### src/rtl/prog_loader.sv
// Program loader: receives a length-prefixed byte stream and writes it,
// big-endian packed, into instruction RAM as 32-bit words. Once the last
// word has landed the processor is released (working); a bad length
// (0 or more than 512 words) parks the block in a sticky error state.
//
// Handshake: a byte moves only on a rising edge where in_valid and in_ready
// are both 1. in_ready depends only on the current state, never on in_valid.
// If in_valid is high while in_ready is low, the byte stays with the source
// and is not consumed.
module prog_loader (
  input  logic        clock,
  input  logic        reset,
  input  logic        in_valid,
  input  logic [7:0]  in_data,
  output logic        in_ready,
  output logic [8:0]  addr,
  output logic        wr,
  output logic [31:0] wdata,
  output logic        working,
  output logic        err,
  output logic [9:0]  words_loaded
);

  typedef enum logic [2:0] {
    LEN_HI = 3'd0,
    LEN_LO = 3'd1,
    DATA   = 3'd2,
    FLUSH  = 3'd3,
    RUN    = 3'd4,
    ERR    = 3'd5
  } state_t;

  state_t      state_q, state_d;
  logic [15:0] len_q, len_d;        // program length in 32-bit words
  logic [1:0]  byte_cnt_q, byte_cnt_d;
  logic [23:0] shift_q, shift_d;    // first three bytes of the word in flight
  logic        wr_q, wr_d;
  logic [8:0]  addr_q, addr_d;
  logic [31:0] wdata_q, wdata_d;
  logic [9:0]  words_q, words_d;    // also the index of the next word to write

  logic        accept;
  logic [15:0] len_full;
  logic        last_word;

  assign in_ready     = (state_q == LEN_HI) || (state_q == LEN_LO) || (state_q == DATA);
  assign accept       = in_valid && in_ready;
  assign len_full     = {len_q[15:8], in_data};
  assign last_word    = ({6'd0, words_q} == (len_q - 16'd1));

  assign wr           = wr_q;
  assign addr         = addr_q;
  assign wdata        = wdata_q;
  assign words_loaded = words_q;
  assign working      = (state_q == RUN);
  assign err          = (state_q == ERR);

  // State register and datapath registers; reset wins over any incoming byte.
  always_ff @(posedge clock) begin
    if (reset) begin
      state_q    <= LEN_HI;
      len_q      <= 16'd0;
      byte_cnt_q <= 2'd0;
      shift_q    <= 24'd0;
      wr_q       <= 1'b0;
      addr_q     <= 9'd0;
      wdata_q    <= 32'd0;
      words_q    <= 10'd0;
    end else begin
      state_q    <= state_d;
      len_q      <= len_d;
      byte_cnt_q <= byte_cnt_d;
      shift_q    <= shift_d;
      wr_q       <= wr_d;
      addr_q     <= addr_d;
      wdata_q    <= wdata_d;
      words_q    <= words_d;
    end
  end

  // Next-state and datapath updates. wr is a one-cycle pulse; addr/wdata
  // hold the last written word between pulses.
  always_comb begin
    state_d    = state_q;
    len_d      = len_q;
    byte_cnt_d = byte_cnt_q;
    shift_d    = shift_q;
    wr_d       = 1'b0;
    addr_d     = addr_q;
    wdata_d    = wdata_q;
    words_d    = words_q;

    case (state_q)
      LEN_HI: begin
        if (accept) begin
          len_d[15:8] = in_data;
          state_d     = LEN_LO;
        end
      end
      LEN_LO: begin
        if (accept) begin
          len_d[7:0] = in_data;
          if ((len_full == 16'd0) || (len_full > 16'd512)) state_d = ERR;
          else                                             state_d = DATA;
        end
      end
      DATA: begin
        if (accept) begin
          if (byte_cnt_q == 2'd3) begin
            wr_d       = 1'b1;
            addr_d     = words_q[8:0];
            wdata_d    = {shift_q, in_data};
            words_d    = words_q + 10'd1;
            byte_cnt_d = 2'd0;
            if (last_word) state_d = FLUSH;
          end else begin
            shift_d    = {shift_q[15:0], in_data};
            byte_cnt_d = byte_cnt_q + 2'd1;
          end
        end
      end
      FLUSH:   state_d = RUN;   // final wr pulse is on the bus this cycle
      RUN:     state_d = RUN;
      ERR:     state_d = ERR;
      default: state_d = LEN_HI;
    endcase
  end

endmodule

### config.mk
export PLATFORM = sky130hd
export DESIGN_NAME = prog_loader
export DESIGN_NICKNAME = d
export VERILOG_FILES = /design/src/rtl/prog_loader.sv
export SDC_FILE = /design/constraint.sdc
export NUM_CORES = 1
export LEC_CHECK = 0
export BUFFER_PORTS_ARGS = -buffer_cell sky130_fd_sc_hd__buf_4
export CAP_MARGIN = 20
export CORE_ASPECT_RATIO = 1.25
export CORE_MARGIN = 2
export CORE_UTILIZATION = 50
export CTS_CLUSTER_DIAMETER = 50
export DETAILED_ROUTE_END_ITERATION = 8
export GPL_TIMING_DRIVEN = 1
export PLACE_DENSITY = 0.72
export SYNTH_ARGS = -nofsm -noshare
export SYNTH_HDL_FRONTEND = slang
export SYNTH_SLANG_ARGS = --single-unit
### constraint.sdc
create_clock -name clock -period 3.06 [get_ports clock]
set_input_delay 0.153 -clock clock [delete_from_list [all_inputs] [get_ports clock]]
set_output_delay 0.153 -clock clock [all_outputs]
set_load 0.005 [all_outputs]
==> impl_metrics.env, run 1 <==
export IMPL_status="finished clean"
export IMPL_post_synth_inst_count=514
export IMPL_fill_cells=735
export IMPL_number_of_enable_flip_flop_cells_after_synthesis=0
export IMPL_floorplan_initialDensity_pct=51.5
export IMPL_global_route_overflow_total=0
export IMPL_final_max_slew_viol_count=0
export IMPL_power_switching_uw=658
export IMPL_seq_power_share_pct=54.0
export IMPL_yosysWarnings=0
export IMPL_hold_buffers=0
export IMPL_r2r_worst_path_cells=6
export IMPL_synth_area_sq_um=3990
export IMPL_layout_cells_most_common="nand2_1"
export IMPL_grt_pass1_vias=3357
export IMPL_standard_cell_core_area_sq_um=7750
export IMPL_critical_path_max_stage_delay_ns=0.58
export IMPL_pre_cts_ws_ns=0.446
export IMPL_finalWirelength_mm=9.57
export IMPL_detailed_placement_hpwl_mm=6.48
export IMPL_clock_sinks=97
export IMPL_vdd_ir_drop_max_uv=457
export IMPL_fin_ws_ns=0.448
export IMPL_port_buffers=65
export IMPL_path_depth=6
export IMPL_min_cycle_time_layout_ns=2.61
export IMPL_netlist_cell_type_count=38
export IMPL_drive_gt1_share_pct=16.3
export IMPL_power_density_cell_area_nw_per_um2=516
export IMPL_antenna_cells=0
export IMPL_finalSetupViolCount=0
export IMPL_cts_max_path_buffers=2
export IMPL_fmaxAchievable_ghz=0.383
export IMPL_max_slew_worst_pin_slew_ns=0.850
export IMPL_fp_dieArea_sq_um=8710
export IMPL_reg_area_sq_um=1940
export IMPL_switching_share_pct=27.1
export IMPL_globalRouteTotalUtil_pct=22.6
export IMPL_finalHoldViolCount=0
export IMPL_m1WireLength_mm=4.19
export IMPL_die_w_um=83.9
export IMPL_rows=36
export IMPL_internal_power_uw=1770
export IMPL_maximum_number_of_pins_on_one_net_before_global_route_repair=81
export IMPL_cp_buffers_inverters=0
export IMPL_wl_met3_um=467
export IMPL_synth_seq_cells=97
export IMPL_antenna_found_initial=0
export IMPL_tritoncts="yes"
export IMPL_critical_path_class="register to register"
export IMPL_cts_setup_buffers=0
export IMPL_timing_critical_path_from_type="register"
export IMPL_num_nets_final=575
export IMPL_crit_arrival_ns=2.90
export IMPL_power_frac_comb_pct=8.8
export IMPL_drt_antenna_violating_nets=0
export IMPL_finalNonFillerCells=661
export IMPL_clk_transition_reported_paths_ns=0.10
export IMPL_routed_wl_met2_mm=4.69
export IMPL_path_common_cell="or4_4"
export IMPL_first_pass_grt_wire_length_mm=16.0
export IMPL_post_route_cell_area_sq_um=4710
export IMPL_first_pass_iters=4
export IMPL_holdPathStages=3
export IMPL_placement_cell_area_sq_um=4490
export IMPL_rr_startpoint="len_q[3]$_SDFFE_PP0P_"
export IMPL_drt_wirelength_per_cell_um=14.5
export IMPL_maximum_clock_skew_at_final_layout_ns=0.0109
export IMPL_floorplan_die_height_um=104
export IMPL_drc=0
export IMPL_critPathCaptureType="register"
export IMPL_footprint_of_the_multi_input_gates_sq_um=1880
export IMPL_mappedNetlistNets=528
export IMPL_cts_resized=0
export IMPL_maxCapViolations=0
export IMPL_cp_data_required_time_ns=3.34
export IMPL_power_clock_fraction_pct=37.2
export IMPL_setup_repair_after_global_routing_missed_its_margin="no"
export IMPL_rel_slew_slack_pct=43.2
export IMPL_h_tree_depth_reported_by_cts=3
export IMPL_i_o_pin_total=66
export IMPL_timing_critical_path_slowest_stage_cell="or4_4"
export IMPL_power_leakage_uw=0.00176
export IMPL_hold_start="in_data[0]"
export IMPL_placedCellCount=645
export IMPL_synth_top_flop_cell="dfxtp_1"
export IMPL_gp_congestion=0.817
export IMPL_cts_buffers_inserted=9
export IMPL_asyncSetResetFlopFracSynth_pct=0
export IMPL_worstSkewPairLatency_ns=0.38
export IMPL_min_delay_worst_endpoint="len_q[8]$_SDFFE_PP0P_"
export IMPL_final_cell_mix="nand2_1, dfxtp_1, a21oi_1"
export IMPL_vias_per_cell=5.34
export IMPL_routed_top_layer="met4"
export IMPL_cpLargestDelayFamily="simple AND/OR/NAND/NOR gates"
export IMPL_crit_fanout=9
export IMPL_synth_area_per_cell_sq_um=7.76
export IMPL_r2r_end="state_q[0]$_SDFFE_PP0P_"
export IMPL_cts_root_buffer_cell="clkbuf_8"
export IMPL_area_overhead_of_the_layout_relative_to_synthesis_pct=18.2
export IMPL_synth_seq_area_share_pct=48.7
export IMPL_rrSetupSlack_ns=0.45
export IMPL_drt_first_iter_violations=184
export IMPL_crit_path_cell_trace="or4_4, nor4_4, xnor2_1, or4_1, or4_4, o41ai_2"
export IMPL_tns_ns=0
export IMPL_min_period_over_period_pct=85.4
export IMPL_worst_hold_path_type="primary input to register"
export IMPL_routed_via_count=3527
-- worst register-to-register path, delay by kind of cell (launching register included) --
kind,cells,cell delay (ns)
AO/OA/AOI/OAI,1,0.20
AND/OR/NAND/NOR,4,1.82
flip-flops,1,0.41
XOR/XNOR,1,0.09
-- registers in the layout, indices dropped and copies added (netlist names) --
register and flops:
shift_q 24, len_q 16, words_loaded 10, wr 1, wdata 32, byte_cnt_q 2
state_q 3, addr 9
-- area by class of cell --
class	count	share of cell area [%]
well taps	95	2.52
clock buffers	9	2.63
clock inverters	7	2.07
flip-flops and latches	97	41.2
inverters	9	0.717
repair buffers	69	11.0
multi-input cells	375	39.9
-- cells by family after synthesis --
| family | count (synthesis) | synth area share, % |
|---|---|---|
| and+or+nand+nor | 244 | 26.7 |
| AOI/OAI and AO/OA | 103 | 13.8 |
| DFF | 97 | 48.7 |
| buffers and inverters | 42 | 4.24 |
| xor gates and xnor gates | 22 | 4.83 |
| muxes | 3 | 0.753 |
| adders and majority gates | 3 | 0.942 |
-- cells in the mapped netlist (3+ instances only) --
| cell | count | area share (%) |
|---|---|---|
| inv_1 | 9 | 0.85 |
| nand4_1 | 3 | 0.47 |
| nand2_1 | 176 | 17 |
| xor2_1 | 9 | 2.0 |
| o21ai_0 | 7 | 0.88 |
| nor4_1 | 7 | 1.1 |
| clkbuf_1 | 31 | 2.9 |
| nor2_1 | 21 | 2.0 |
| a31oi_1 | 3 | 0.47 |
| nand3_1 | 4 | 0.50 |
| ha_1 | 3 | 0.94 |
| nor3_1 | 5 | 0.63 |
| a21oi_1 | 87 | 11 |
| or3_1 | 3 | 0.47 |
| mux2i_1 | 3 | 0.75 |
| dfxtp_1 | 97 | 49 |
| and3_1 | 3 | 0.47 |
| nand2b_1 | 3 | 0.47 |
| xnor2_1 | 13 | 2.9 |
| nor2b_1 | 4 | 0.63 |
-- power groups by stage --
| stage | clock network, uW | logic [uW] | registers (uW) |
|---|---|---|---|
| 2_1_floorplan | 0 | 170 | 1330 |
| 3_3_place_gp | 0 | 206 | 1340 |
| 3_5_place_dp | 0 | 212 | 1340 |
| 4_1_cts | 916 | 213 | 1310 |
| 5_1_grt | 968 | 240 | 1320 |
| 6_report | 904 | 213 | 1310 |
-- per-stage QoR --
stage | hold slack [ns] | total power, uW | utilization, %
after floorplan | 0.289 | 1500 | -
after global placement | 0.439 | 1540 | 58.0
after detailed placement | 0.444 | 1550 | 58.0
after CTS | 0.0505 | 2440 | 60.8
after global routing | 0.0498 | 2520 | 60.8
final | 0.0549 | 2430 | 60.8
-- worst max path at each step --
| stage | start | endpoint | slack, ns |
|---|---|---|---|
| 2_1_floorplan | len_q[3]$_SDFFE_PP0P_ | state_q[0]$_SDFFE_PP0P_ | 0.54 |
| 3_3_place_gp | len_q[2]$_SDFFE_PP0P_ | state_q[0]$_SDFFE_PP0P_ | 0.50 |
| 3_5_place_dp | len_q[3]$_SDFFE_PP0P_ | state_q[0]$_SDFFE_PP0P_ | 0.45 |
| 4_1_cts | len_q[3]$_SDFFE_PP0P_ | state_q[0]$_SDFFE_PP0P_ | 0.43 |
| 5_1_grt | len_q[0]$_SDFFE_PP0P_ | state_q[0]$_SDFFE_PP0P_ | 0.32 |
| 6_report | len_q[3]$_SDFFE_PP0P_ | state_q[0]$_SDFFE_PP0P_ | 0.45 |
-- layer usage --
metal | vias to the layer above | track usage [%]
li1 | 1785 | -
met1 | 1642 | 29.3
met2 | 84 | 36.6
met3 | 16 | 5.10
met4 | 0 | 8.87
met5 | - | 0
No activity file was read; power rests on OpenSTA's default activity.
==> run 2: changes to the inputs <==
Settings changed: ABC_AREA set to 1.
==> run 2 against run 1 <==
Net effect:
- total power rose by 20%
- critical endpoint is now len_q[1]$_SDFFE_PP0P_
- worst setup slack gained 0.67 ns
- via count is 12% higher
- final area rose by 3.9%
- critical path depth increased by 2
- clock skew increased by 0.0094 ns
- largest cell class unchanged
- non-clock buffer count is the same
- hold slack got worse by 0.0030 ns
==> impl_metrics.env, run 2 <==
export IMPL_cts_resized=0
export IMPL_power_density_cell_area_nw_per_um2=596
export IMPL_netlist_cell_type_count=29
export IMPL_min_period_over_period_pct=63.5
export IMPL_synth_top_area_cell="dfxtp_1"
export IMPL_timing_critical_path_from_type="register"
export IMPL_fp_dieArea_sq_um=9170
export IMPL_number_of_enable_flip_flop_cells_after_synthesis=0
export IMPL_gp_congestion=0.889
export IMPL_largest_register_ff_count=32
export IMPL_final_max_slew_viol_count=0
export IMPL_i_o_pin_total=66
export IMPL_beginning_of_the_critical_path="state_q[0]$_SDFFE_PP0P_"
export IMPL_antenna_found_initial=0
export IMPL_area_overhead_of_the_layout_relative_to_synthesis_pct=16.4
export IMPL_h_tree_depth_reported_by_cts=3
export IMPL_first_pass_iters=4
export IMPL_asyncSetResetFlopFracSynth_pct=0
export IMPL_synth_seq_cells=97
export IMPL_vdd_ir_drop_max_uv=358
export IMPL_standard_cell_core_area_sq_um=8190
export IMPL_yosys_top_cells_count="nand2_1, dfxtp_1, a21oi_1"
export IMPL_synth_most_common_cell="nand2_1"
export IMPL_synth_top_flop_cell="dfxtp_1"
export IMPL_post_synth_inst_count=595
export IMPL_drc=0
export IMPL_drt_wirelength_per_cell_um=13.7
export IMPL_setup_repair_after_global_routing_missed_its_margin="no"
export IMPL_mappedNetlistNets=609
export IMPL_detailed_placement_hpwl_mm=7.27
export IMPL_hold_buffers=0
export IMPL_status="finished clean"
export IMPL_synth_top_area_share_pct=46.1
export IMPL_finalHoldViolCount=0
export IMPL_rrSetupSlack_ns=1.12
export IMPL_synth_seq_area_share_pct=46.1
export IMPL_tns_ns=0
export IMPL_global_route_overflow_total=0
export IMPL_holdPathStages=3
export IMPL_crit_fanout=15
export IMPL_synth_area_leaders="dfxtp_1, a21oi_1, nand2_1"
export IMPL_maximum_number_of_pins_on_one_net_before_global_route_repair=50
export IMPL_maxCapViolations=0
export IMPL_globalRouteTotalUtil_pct=22.9
export IMPL_synth_area_per_cell_sq_um=7.07
export IMPL_finalSetupViolCount=0
export IMPL_drive_gt1_share_pct=15.2
export IMPL_synth_area_sq_um=4210
export IMPL_clk_transition_reported_paths_ns=0.11
export IMPL_fmaxAchievable_ghz=0.514
export IMPL_critical_path_class="register to register"
export IMPL_drt_first_iter_violations=279
export IMPL_cp_data_required_time_ns=3.34
export IMPL_max_slew_worst_pin_slew_ns=0.785
export IMPL_power_leakage_uw=0.00216
export IMPL_worstSkewPairLatency_ns=0.37
export IMPL_worstSetupEndpoint="len_q[1]$_SDFFE_PP0P_"
export IMPL_finalWirelength_mm=10.2
export IMPL_r2r_worst_path_cells=8
export IMPL_crit_arrival_ns=2.22
export IMPL_rr_startpoint="state_q[0]$_SDFFE_PP0P_"
export IMPL_die_w_um=86.1
export IMPL_routed_via_count=3940
export IMPL_critPathCaptureType="register"
export IMPL_r2r_end="len_q[1]$_SDFFE_PP0P_"
export IMPL_worst_hold_path_type="primary input to register"
export IMPL_cts_buffers_inserted=9
export IMPL_first_pass_grt_wire_length_mm=16.9
export IMPL_floorplan_initialDensity_pct=51.4
export IMPL_yosysWarnings=0
export IMPL_clock_sinks=97
export IMPL_maximum_clock_skew_at_final_layout_ns=0.0204
export IMPL_cts_max_path_buffers=2
export IMPL_drt_antenna_violating_nets=0
export IMPL_floorplan_die_height_um=107
export IMPL_cts_setup_buffers=0
export IMPL_vias_per_cell=5.27
export IMPL_post_layout_total_power_uw=2920
export IMPL_layout_cells_most_common="nand2_1"
export IMPL_rel_slew_slack_pct=47.5
export IMPL_min_cycle_time_layout_ns=1.94
export IMPL_cts_root_buffer_cell="clkbuf_8"
export IMPL_grt_pass1_vias=3637
export IMPL_tritoncts="yes"
export IMPL_port_buffers=65
export IMPL_rows=37
export IMPL_num_nets_final=660
export IMPL_antenna_cells=0
export IMPL_final_cell_mix="nand2_1, dfxtp_1, a21oi_1"
run 2: changes by cell type after synthesis, sizes merged, moves of 4 or more:
cell    change
o21ai      +50
nand3      +18
buf        +14
inv        +51
xnor2      -11
nor4        -6
nand2      -54
clkbuf     -18
nor2b       -4
xor2        -6
nor3        +4
nor2       +72
run 2: cells by family after synthesis:
family / synth area share [%]
fa+ha+maj: 0.892
buf+inv: 9.07
simple gates: 24.9
compound gates: 17.9
flops: 46.1
xor+xnor: 1.04
run 2: report_power, final:
group / leakage (uW) / switching [uW] / internal (uW)
clock: 0.000102 / 472 / 338
combinational: 0.00127 / 450 / 238
sequential: 0.000785 / 82.1 / 1340
run 2: worst max-delay path, cell delays in order, from the launching register on:
cell,delay [ns]
dfxtp_1,0.44
inv_1,0.09
nor2_1,0.09
inv_1,0.07
nor2_1,0.14
inv_1,0.08
nor2_1,0.60
o21ai_0,0.17
a21oi_1,0.15
run 2: through the flow:
| stage | setup WS, ns | instances | utilization (%) | hold WS [ns] | cell area, sq um |
|---|---|---|---|---|---|
| finish | 1.12 | 748 | 59.7 | 0.0519 | 4900 |
| global route | 0.814 | 748 | 59.7 | 0.0632 | 4900 |
| CTS | 1.15 | 748 | 59.7 | 0.0502 | 4900 |
| detailed placement | 1.16 | 732 | 57.3 | 0.438 | 4700 |
| global placement | 1.23 | 732 | 57.3 | 0.434 | 4700 |
| floorplan | 1.43 | 595 | - | 0.294 | 4210 |
run 2: worst min-delay path by stage:
stage                           from                endpoint  slack [ns]
after global routing      in_data[5]  len_q[13]$_SDFFE_PP0P_        0.06
after global placement    in_data[5]  len_q[13]$_SDFFE_PP0P_        0.43
after detailed placement  in_data[5]  len_q[13]$_SDFFE_PP0P_        0.44
after floorplan           in_data[7]   len_q[7]$_SDFFE_PP0P_        0.29
after CTS                 in_data[5]  len_q[13]$_SDFFE_PP0P_        0.05
final                     in_data[5]  len_q[13]$_SDFFE_PP0P_        0.05
run 2: metal layers:
layer | up-vias | global-route usage (%) | share of wire [%]
li1 | 2005 | - | -
met1 | 1845 | 28.2 | 44
met2 | 79 | 39.9 | 51
met3 | 11 | 4.74 | 3.9
met4 | 0 | 6.24 | 1.2
met5 | - | 0 | 0
run 2: final cells by class:
type	instances	area, sq um
inverters	61	230
clock inverters	6	62.6
well taps	97	121
fillers	789	3300
multi-input cells	408	1880
repair buffers	69	518
flip-flops and latches	97	1940
clock buffers	10	138
==> run 3: changes to the inputs <==
Clock period 3.06 ns to 1.8 ns, I/O delays scaled along.
==> run 3 against run 2 <==
Net effect:
- final cell count is 2.1% higher
- sequential share of layout area is 1.6 points lower
- worst setup slack worse by 1.1 ns
- die area stayed put
- clock skew is 0.014 ns lower
- hold slack worse by 0.021 ns
- utilization is 2.9 points higher
- total power is 74% higher
- clock power is 61% higher
- combinational power is 99% higher
- first-iteration DRC count is 25% lower
- critical path type unchanged
- highest routed layer unchanged
==> impl_metrics.env, run 3 (same netlist as run 2, synthesis figures left out) <==
export IMPL_final_max_slew_viol_count=0
export IMPL_vdd_ir_drop_max_uv=508
export IMPL_layout_cells_most_common="nand2_1"
export IMPL_first_pass_grt_wire_length_mm=17.3
export IMPL_tritoncts="yes"
export IMPL_global_route_overflow_total=0
export IMPL_worstSkewPairLatency_ns=0.36
export IMPL_port_buffers=65
export IMPL_rows=37
export IMPL_power_density_cell_area_nw_per_um2=990
export IMPL_critical_path_class="register to register"
export IMPL_hold_worst_slack_ns=0.0311
export IMPL_post_layout_total_power_uw=5090
export IMPL_finalWirelength_mm=10.5
export IMPL_min_cycle_time_layout_ns=1.77
export IMPL_cp_data_required_time_ns=2.06
export IMPL_final_cell_mix="nand2_1, a21oi_1, dfxtp_1"
export IMPL_detailed_placement_hpwl_mm=7.62
export IMPL_power_clock_fraction_pct=25.6
export IMPL_power_switching_uw=1780
export IMPL_fmaxAchievable_ghz=0.563
export IMPL_cts_buffers_inserted=9
export IMPL_max_slew_worst_pin_slew_ns=0.452
export IMPL_critPathCaptureType="register"
export IMPL_rel_slew_slack_pct=69.9
export IMPL_antenna_found_initial=0
export IMPL_status="finished clean"
export IMPL_largest_register_ff_count=32
export IMPL_floorplan_die_height_um=107
export IMPL_timing_critical_path_from_type="register"
export IMPL_min_period_over_period_pct=98.6
export IMPL_h_tree_depth_reported_by_cts=3
export IMPL_finalHoldViolCount=0
export IMPL_drive_gt1_share_pct=21.3
export IMPL_grt_pass1_vias=3721
export IMPL_antenna_cells=0
export IMPL_drc=0
export IMPL_internal_power_uw=3310
export IMPL_switching_share_pct=34.9
export IMPL_globalRouteTotalUtil_pct=23.5
export IMPL_seq_power_share_pct=47.6
export IMPL_clk_transition_reported_paths_ns=0.10
export IMPL_fp_dieArea_sq_um=9170
export IMPL_setup_repair_after_global_routing_missed_its_margin="yes"
export IMPL_clock_sinks=97
export IMPL_die_w_um=86.1
export IMPL_num_nets_final=677
export IMPL_vias_per_cell=5.21
export IMPL_crit_arrival_ns=2.04
export IMPL_drt_antenna_violating_nets=0
export IMPL_first_pass_iters=4
export IMPL_cts_root_buffer_cell="clkbuf_8"
export IMPL_floorplan_initialDensity_pct=51.4
export IMPL_power_leakage_uw=0.00227
export IMPL_cts_max_path_buffers=2
export IMPL_crit_fanout=4
export IMPL_power_frac_comb_pct=26.9
export IMPL_maximum_clock_skew_at_final_layout_ns=0.00666
export IMPL_final_core_util_pct=62.7
export IMPL_maxCapViolations=0
export IMPL_routed_via_count=3979
export IMPL_drt_first_iter_violations=208
export IMPL_area_overhead_of_the_layout_relative_to_synthesis_pct=22.1
export IMPL_finalSetupViolCount=0
export IMPL_drt_wirelength_per_cell_um=13.8
export IMPL_worst_hold_path_type="primary input to register"
export IMPL_maximum_number_of_pins_on_one_net_before_global_route_repair=50
export IMPL_standard_cell_core_area_sq_um=8190
export IMPL_i_o_pin_total=66
export IMPL_gp_congestion=0.914
run 3: repair_timing:
item                                   CTS  global route
resized for setup                        3            35
buffers inserted                         0             6
endpoints found under the hold margin    1             0
setup endpoints to repair                2             5
pin swaps                                0             9
hold buffers                             1             0
gates cloned                             0             0
run 3: cell type report:
type                            instances  area (sq um)
Fill cell                             774          3060
Multi-Input combinational cell        408          1980
Clock inverter                          6          51.3
Inverter                               61           233
Clock buffer                            9           124
Sequential cell                        97          1950
Tap cell                               97           121
Timing Repair Buffer                   86           673
run 3: worst paths after layout:
kind	from	endpoint	slack (ns)	cells past startpoint
worst max-delay path	len_q[0]$_SDFFE_PP0P_	state_q[0]$_SDFFE_PP0P_	0.03	12
worst min-delay path	in_data[3]	len_q[11]$_SDFFE_PP0P_	0.03	3
worst max register to register	len_q[0]$_SDFFE_PP0P_	state_q[0]$_SDFFE_PP0P_	0.03	12
worst min register to register	shift_q[23]$_SDFFE_PP0P_	shift_q[23]$_SDFFE_PP0P_	0.46	2
run 3: worst max-delay path, stage by stage, from the launching register on:
cell and delay, ns:
dfxtp_4 0.38, inv_4 0.05, ha_4 0.25, xor2_1 0.13
nand3_1 0.12, nor2_2 0.15, nand2_2 0.07, nor2_2 0.09
nand3_2 0.10, nor2_1 0.12, nor2_1 0.06, nor2_1 0.12
nor2_1 0.05
run 3: metal layers:
metal / global-route usage (%) / up-vias / share of wire [%]
met5: 0 / - / 0
li1: - / 2045 / -
met1: 29.0 / 1864 / 43
met4: 8.62 / 0 / 2.0
met2: 41.0 / 56 / 52
met3: 3.57 / 14 / 3.3
run 3: stage by stage:
| step | TNS, ns | cells | cell area (sq um) | setup slack, ns |
|---|---|---|---|---|
| floorplan | 0 | 595 | 4210 | 0.167 |
| global placement | 0 | 742 | 4800 | 0.0297 |
| CTS | 0 | 758 | 4980 | 0.000884 |
| detailed placement | -0.0486 | 742 | 4800 | -0.0330 |
| global route | -0.308 | 764 | 5140 | -0.159 |
| finish | 0 | 764 | 5140 | 0.0251 |
run 3: power by group through the flow:
stage	sequential [uW]	clock, uW	combinational [uW]
after global routing	2440	1400	1580
final	2420	1300	1370
after floorplan	2410	0	968
after global placement	2450	0	1220
after CTS	2400	1330	1250
after detailed placement	2450	0	1240
